**src/rtl/prog_mem.sv**
```systemverilog
// Byte-loadable program memory with a registered fetch port.
// Optional per-word even parity: define PROG_MEM_PARITY_EN.
module prog_mem #(
    parameter int unsigned ADDR_W = 8,
    parameter int unsigned WORD_W = 16
) (
    input  logic              CLK,
    input  logic              RESET_N,
    input  logic              FETCH,
    input  logic [ADDR_W-1:0] ADDRESS,
    output logic [WORD_W-1:0] DATA,
    output logic              VALID,
    input  logic              LOAD_START,
    input  logic [ADDR_W-1:0] LOAD_ADDR,
    input  logic              LOAD_STB,
    input  logic [7:0]        LOAD_BYTE,
    input  logic              LOAD_END,
    output logic              BUSY,
    output logic [ADDR_W-1:0] LOAD_PTR,
    output logic              PARITY_ERR
);

    localparam int unsigned BYTES = WORD_W / 8;
    localparam int unsigned DEPTH = 2 ** ADDR_W;
    localparam int unsigned CNT_W = (BYTES > 1) ? $clog2(BYTES) : 1;
`ifdef PROG_MEM_PARITY_EN
    localparam int unsigned MEM_W = WORD_W + 1;
`else
    localparam int unsigned MEM_W = WORD_W;
`endif

    typedef enum logic {
        IDLE = 1'b0,
        LOAD = 1'b1
    } state_t;

    state_t            state;
    logic [CNT_W-1:0]  byte_cnt;
    logic [WORD_W-1:0] asm_q;
    logic [MEM_W-1:0]  code [DEPTH] = '{default: '0};

    logic [WORD_W-1:0] wdata_c;
    logic [MEM_W-1:0]  mem_wdata_c;
    logic [MEM_W-1:0]  rd_c;
    logic              we_c;

    // Incoming byte shifted in below the bytes already collected (MSB first).
    assign wdata_c = WORD_W'({asm_q, LOAD_BYTE});
    assign we_c    = (state == LOAD) && LOAD_STB && !LOAD_START
                     && (byte_cnt == CNT_W'(BYTES - 1));
    assign rd_c    = code[ADDRESS];

`ifdef PROG_MEM_PARITY_EN
    assign mem_wdata_c = {^wdata_c, wdata_c};
`else
    assign mem_wdata_c = wdata_c;
    assign PARITY_ERR  = 1'b0;
`endif

    // Storage is not reset so a reset mid-load keeps earlier words.
    always_ff @(posedge CLK) begin
        if (we_c) begin
            code[LOAD_PTR] <= mem_wdata_c;
        end
    end

    always_ff @(posedge CLK or negedge RESET_N) begin
        if (!RESET_N) begin
            state    <= IDLE;
            DATA     <= '0;
            VALID    <= 1'b0;
            BUSY     <= 1'b0;
            LOAD_PTR <= '0;
            byte_cnt <= '0;
            asm_q    <= '0;
`ifdef PROG_MEM_PARITY_EN
            PARITY_ERR <= 1'b0;
`endif
        end else begin
            VALID <= 1'b0;
`ifdef PROG_MEM_PARITY_EN
            PARITY_ERR <= 1'b0;
`endif
            if (state == IDLE) begin
                // A load request takes priority over a same-cycle fetch.
                if (LOAD_START) begin
                    state    <= LOAD;
                    BUSY     <= 1'b1;
                    LOAD_PTR <= LOAD_ADDR;
                    byte_cnt <= '0;
                    asm_q    <= '0;
                end else if (FETCH) begin
                    DATA  <= rd_c[WORD_W-1:0];
                    VALID <= 1'b1;
`ifdef PROG_MEM_PARITY_EN
                    PARITY_ERR <= ^rd_c;
`endif
                end
            end else begin
                if (LOAD_START) begin
                    LOAD_PTR <= LOAD_ADDR;
                    byte_cnt <= '0;
                    asm_q    <= '0;
                end else begin
                    if (LOAD_STB) begin
                        if (we_c) begin
                            LOAD_PTR <= LOAD_PTR + ADDR_W'(1);
                            byte_cnt <= '0;
                            asm_q    <= '0;
                        end else begin
                            byte_cnt <= byte_cnt + CNT_W'(1);
                            asm_q    <= wdata_c;
                        end
                    end
                    // Leaving load drops any partial word; a completing word is already written.
                    if (LOAD_END) begin
                        state    <= IDLE;
                        BUSY     <= 1'b0;
                        byte_cnt <= '0;
                        asm_q    <= '0;
                    end
                end
            end
        end
    end

endmodule

```
**config.mk**
```make
export PLATFORM = sky130hd
export DESIGN_NAME = prog_mem
export DESIGN_NICKNAME = d
export VERILOG_FILES = /design/src/rtl/prog_mem.sv
export SDC_FILE = /design/constraint.sdc
export NUM_CORES = 2
export LEC_CHECK = 0
export ABC_AREA = 1
export BUFFER_PORTS_ARGS = -buffer_cell sky130_fd_sc_hd__buf_2
export CAP_MARGIN = 20
export CORE_ASPECT_RATIO = 0.8
export CORE_UTILIZATION = 40
export CTS_CLUSTER_SIZE = 40
export DETAILED_ROUTE_END_ITERATION = 8
export SLEW_MARGIN = 20
export SYNTH_ARGS = -nofsm -noshare
export SYNTH_HDL_FRONTEND = slang
export SYNTH_SLANG_ARGS = --single-unit
```
**constraint.sdc**
```tcl
create_clock -name CLK -period 4.9 [get_ports CLK]
set_input_delay 0.245 -clock CLK [delete_from_list [all_inputs] [get_ports CLK]]
set_output_delay 0.245 -clock CLK [all_outputs]
set_load 0.005 [all_outputs]
```
Word level (Yosys, flattened, before mapping)
Memory sizes are Yosys's and may differ from the RTL's. A register that Yosys moved wholly into a read port is not among the register bits.
Cells that the tools add are included.
{"block": "word_totals", "register_bits": 20, "mem_bits_rw": 4096, "out_inout_bits": 27, "in_bits": 30, "memories": 1, "word_cells": 56}
{"name": "code", "depth": 256, "word_bits": 16, "rd": 1, "rd_ports_with_merged_regs": 1, "wr": 1, "line": "40", "text": "logic [MEM_W-1:0] code [DEPTH] = '{default: '0};"}
{"block": "op_classes", "addsub": 2, "bitwise_logic": 2, "n_mux": 30, "n_eq_ne": 1, "reduce_logical": 14}
{"op": "two-way mux 8 bit", "count": 11}
{"op": "two-way mux 1 bit", "count": 19}
{"op": "AND reduction 3 bit", "count": 3}
{"op": "adder 8 x 1 -> 8 bit, second input constant", "count": 1}
{"op": "nonzero test 2 bit", "count": 4}
{"op": "logical AND 1 bit", "count": 3}
{"op": "nonzero test 3 bit", "count": 1}
{"op": "logical NOT 1 bit", "count": 2}
{"op": "!= test 2 bit, second input constant", "count": 1}
{"op": "NOT 1 bit", "count": 2}
{"op": "AND reduction 2 bit", "count": 1}
{"op": "adder 1 bit, second input constant", "count": 1}

Longest topological paths before layout
{"block": "depth", "depth_word": 8, "mapped_depth": 15}

Worst setup path after synthesis
OpenSTA, ideal clock, no wires.
{"block": "synth_timing", "path_type": "reg-to-reg", "from": "reg asm_q[2]", "to": "mem code[0][10] in the netlist's numbering (data pin)", "stages_incl_launch_ff": 1, "t_arrival_ps": 3179, "t_required_ps": 4097, "setup_slack_ps": 918, "n_path_buf": 0, "period_less_slack_ps": 3982, "setup_time_ps": 803, "path_cell_list": "dfrtp_1"}
{"item": "from (decl)", "line": "39", "text": "logic [WORD_W-1:0] asm_q;"}
{"item": "from (signal assigned)", "line": "112", "text": "asm_q <= wdata_c;"}
{"item": "to (decl)", "line": "40"}
Straight into the memory's write port.

Worst setup path in the final report
{"block": "layout_timing", "from": "reg state", "to": "mem code[239][13] in the netlist's numbering, enable pin"}
{"block": "layout_via", "elab_chain_len": 5}
{"item": "from (decl)", "line": "37", "text": "state_t state;"}
{"item": "from (signal assigned)", "line": "69", "text": "state <= IDLE;"}
{"item": "from (signal assigned)", "line": "87", "text": "state <= LOAD;"}
{"item": "from (signal assigned)", "line": "117", "text": "state <= IDLE;"}
{"item": "logical AND 1 bit (2 in series)", "line": "49", "text": "assign we_c = (state == LOAD) && LOAD_STB && !LOAD_START"}
{"item": "logical AND 1 bit", "line": "50", "text": "&& (byte_cnt == CNT_W'(BYTES - 1));"}
{"item": "two-way mux 1 bit", "line": "62", "text": "if (we_c) begin"}
{"item": "two-way mux 1 bit (implied by the code)", "line": "63", "text": "code[LOAD_PTR] <= mem_wdata_c;"}
Every way passes these cells.

==> results.md <==
* Outcome: finished, final reports clean
* # setup viols final at 0
* EDFF count, synth at approximately 4000
* Clock transition at the registers of the reported paths at 0.07 ns
* Slew of the pin with the lowest slew margin at 1.27 ns
* PostCTS Resize Cnt at 0
* Share of cells above drive strength 1 at 8.48%
* Synth Instances at 13700
* I/O pin cnt at 57
* Commonest non-fill, non-tap cells in the layout: 4171 x nand2_1, 4096 x edfxtp_1, 4089 x nand3_1, 440 x buf_4, 392 x clkbuf_16
* YS warnings at 0
* Setup TNS at 0 ns
* Largest net degree at the start of global routing at ~180
* Synth cell types at 30
* Area Overhead vs Synth at 12.3%
* Average size of a mapped cell at 12.1 um^2
* Final worst-path cycle share at 75.4%
* Total grt overflow at 0
* Ys flop type: edfxtp_1
* Tmin final at 3.69 ns
* WP data arrival at 4.34 ns
* Initial core utilization at 40.3%
* CTS tree: done
* Clock Path Buffers at 4
* Max Transition Viols Final at 0
* Root Driver: clkbuf_16
* Clock Sinks at 4132
* Setup WS post-layout at 1.21 ns
* Top cells by area, synth: edfxtp_1 74%, nand3_1 12%, nand2_1 9.4%, buf_2 1.3%, buf_4 0.88%
* Final Hold Viols at 0
* Max cap viols at 0
* CTS Buf Count at 384
* H-tree Lvls at 5
* Vias in the first global route at 99800
* Max Fanout on Critical Path at 18
* Synthesized area at 167000 um^2
* Peak VDD IR at 0.000306 V
* Filler cells at approximately 37000
* Initial DRC Count at 15700
* CTS hold repair buffers at 33
* Final GP Congestion at 0.870
* Worst path required time at 5.54 ns
* FF/Latch Area at 124000 um^2
* Fmax at around 270 MHz
* Buffers on Ports at 55
* GRT Overall Usage at 23.1%
* Syn nets at 13800
* Final core utilization at between 40% and 50%
* Drt drc at 0
* DP Worst Slack at 0.992 ns
* Hold Path Class: in -> reg
* Drt pass-1 iters at 8
* Top-area cell type share of the netlist area at about 74%
* Die height at around 580 um
* Multi-input logic area at 37700 um^2
* Layout Skew at 0.0428 ns
* Yosys top cell by area: edfxtp_1
* Routed WL per cell at 25.4 um
* Min Hold Slack at 0.0752 ns
* RSZ-0062 raised after global routing: no
* Most common cell after layout, fill and taps aside: nand2_1
* Vias at about 110k
* Overall power at 74.0 mW
* Ys async rst share at less than 1%
* Pwr dens at 395 nW/um^2
* Final WL at 499000 um
* Critical Path Sink Type: flip-flop
* Die Area at 419000 um^2
* Setup CP Type: reg -> reg
* Clock Latency Late Sink at 0.95 ns
* Routed Antenna Nets at 0
* Core outline area at 414000 um^2
* Synthesized flop and latch total at 4132
* First-pass GRT wire length at 719000 um
* Antenna violations before repair at 13
* Leak at about 66 nW
* Post-CTS Setup Inserts at 0
* Row count at 211
* Startpoint Class: flip-flop
* Fin nets at 13800
* Vias per inst at 5.57
* Post-detail-place hpwl at 280000 um
* Slew margin rel. at between 10% and 20%
* Die X at ~720 um
* Seq/Total Area, Yosys at 74.3%
-- synthesized netlist by cell type, drive strengths merged, types with 2 or more instances --
master and n:
o22ai 2, buf 792, dfrtp 36, o21ai 20, nor2 285, nand3 4090
clkbuf 149, inv 48, edfxtp 4096, nand2 4189, a22oi 2, a21oi 6
nor3 6, ha 5
-- power breakdown --
group	total (mW)	internal [mW]	switching (mW)
registers	39.0	38.9	0.164
clock network	30.2	16.8	13.4
logic	4.83	1.13	3.70
-- registers in the layout, indices dropped and copies added, names as in the netlist --
signal    flops
BUSY          1
DATA         16
VALID         1
code       4096
asm_q         8
LOAD_PTR      8
state         1
byte_cnt      1
-- path summary, 6_finish.rpt --
| path | start | depth (start not counted) | slack (ns) | to |
|---|---|---|---|---|
| max | state$_DFF_PN0_ | 8 | 1.21 | code[239][13]$_DFFE_PP_ |
| min | FETCH | 4 | 0.08 | DATA[10]$_DFFE_PN0P_ |
| max reg2reg | state$_DFF_PN0_ | 8 | 1.21 | code[239][13]$_DFFE_PP_ |
| min reg2reg | state$_DFF_PN0_ | 1 | 0.46 | BUSY$_DFFE_PN0P_ |
| max in group asynchronous | RESET_N | 3 | 3.92 | asm_q[4]$_DFFE_PN0P_ |
| min in group asynchronous | RESET_N | 3 | 0.46 | BUSY$_DFFE_PN0P_ |
-- layout make-up --
cell class              count  share of cell area, %
diodes                      7                0.00935
clock buffers             474                   5.45
clock inverters           228                   1.16
inverters                  49                  0.127
multi-input cells        8610                   20.1
flip-flops and latches   4132                   66.2
well taps                5538                   3.70
repair buffers            629                   3.24
-- worst max-delay path: stages (launching register included) --
cell	delay, ns
dfrtp_1	0.33
inv_1	0.10
nor2_4	0.20
inv_2	0.18
nor3_4	0.13
buf_4	0.32
nand2_2	0.69
nor2_1	1.05
buf_4	0.36
-- metal layers --
layer | vias up | GRT usage [%] | share of wire (%)
met5 | - | 0 | 0.0042
met4 | 4 | 6.28 | 2.8
met3 | 735 | 5.22 | 11
met2 | 5516 | 33.8 | 43
met1 | 54100 | 34.8 | 43
li1 | 49200 | - | -
-- kinds of logic (layout without fill, tap and decap cells) --
kind of cell / count (synthesis) / in the layout / share of synthesized area (%)
compound gates: 33 / 33 / 0.108
xor+xnor: 1 / 1 / 0.00525
fa+ha+maj: 5 / 5 / 0.0375
buf+inv: 990 / 1380 / 3.17
flops: 4132 / 4132 / 74.3
other cells: 1 / 8 / 0.00225
simple gates: 8570 / 8570 / 22.4
-- through the flow --
stage | area, um^2 | std cells
floorplan | 167000 | 13700
global placement | 174000 | 18900
detailed placement | 175000 | 18900
CTS | 187000 | 19700
global route | 187000 | 19700
finish | 187000 | 19700
(Power assumes the default switching activity.)
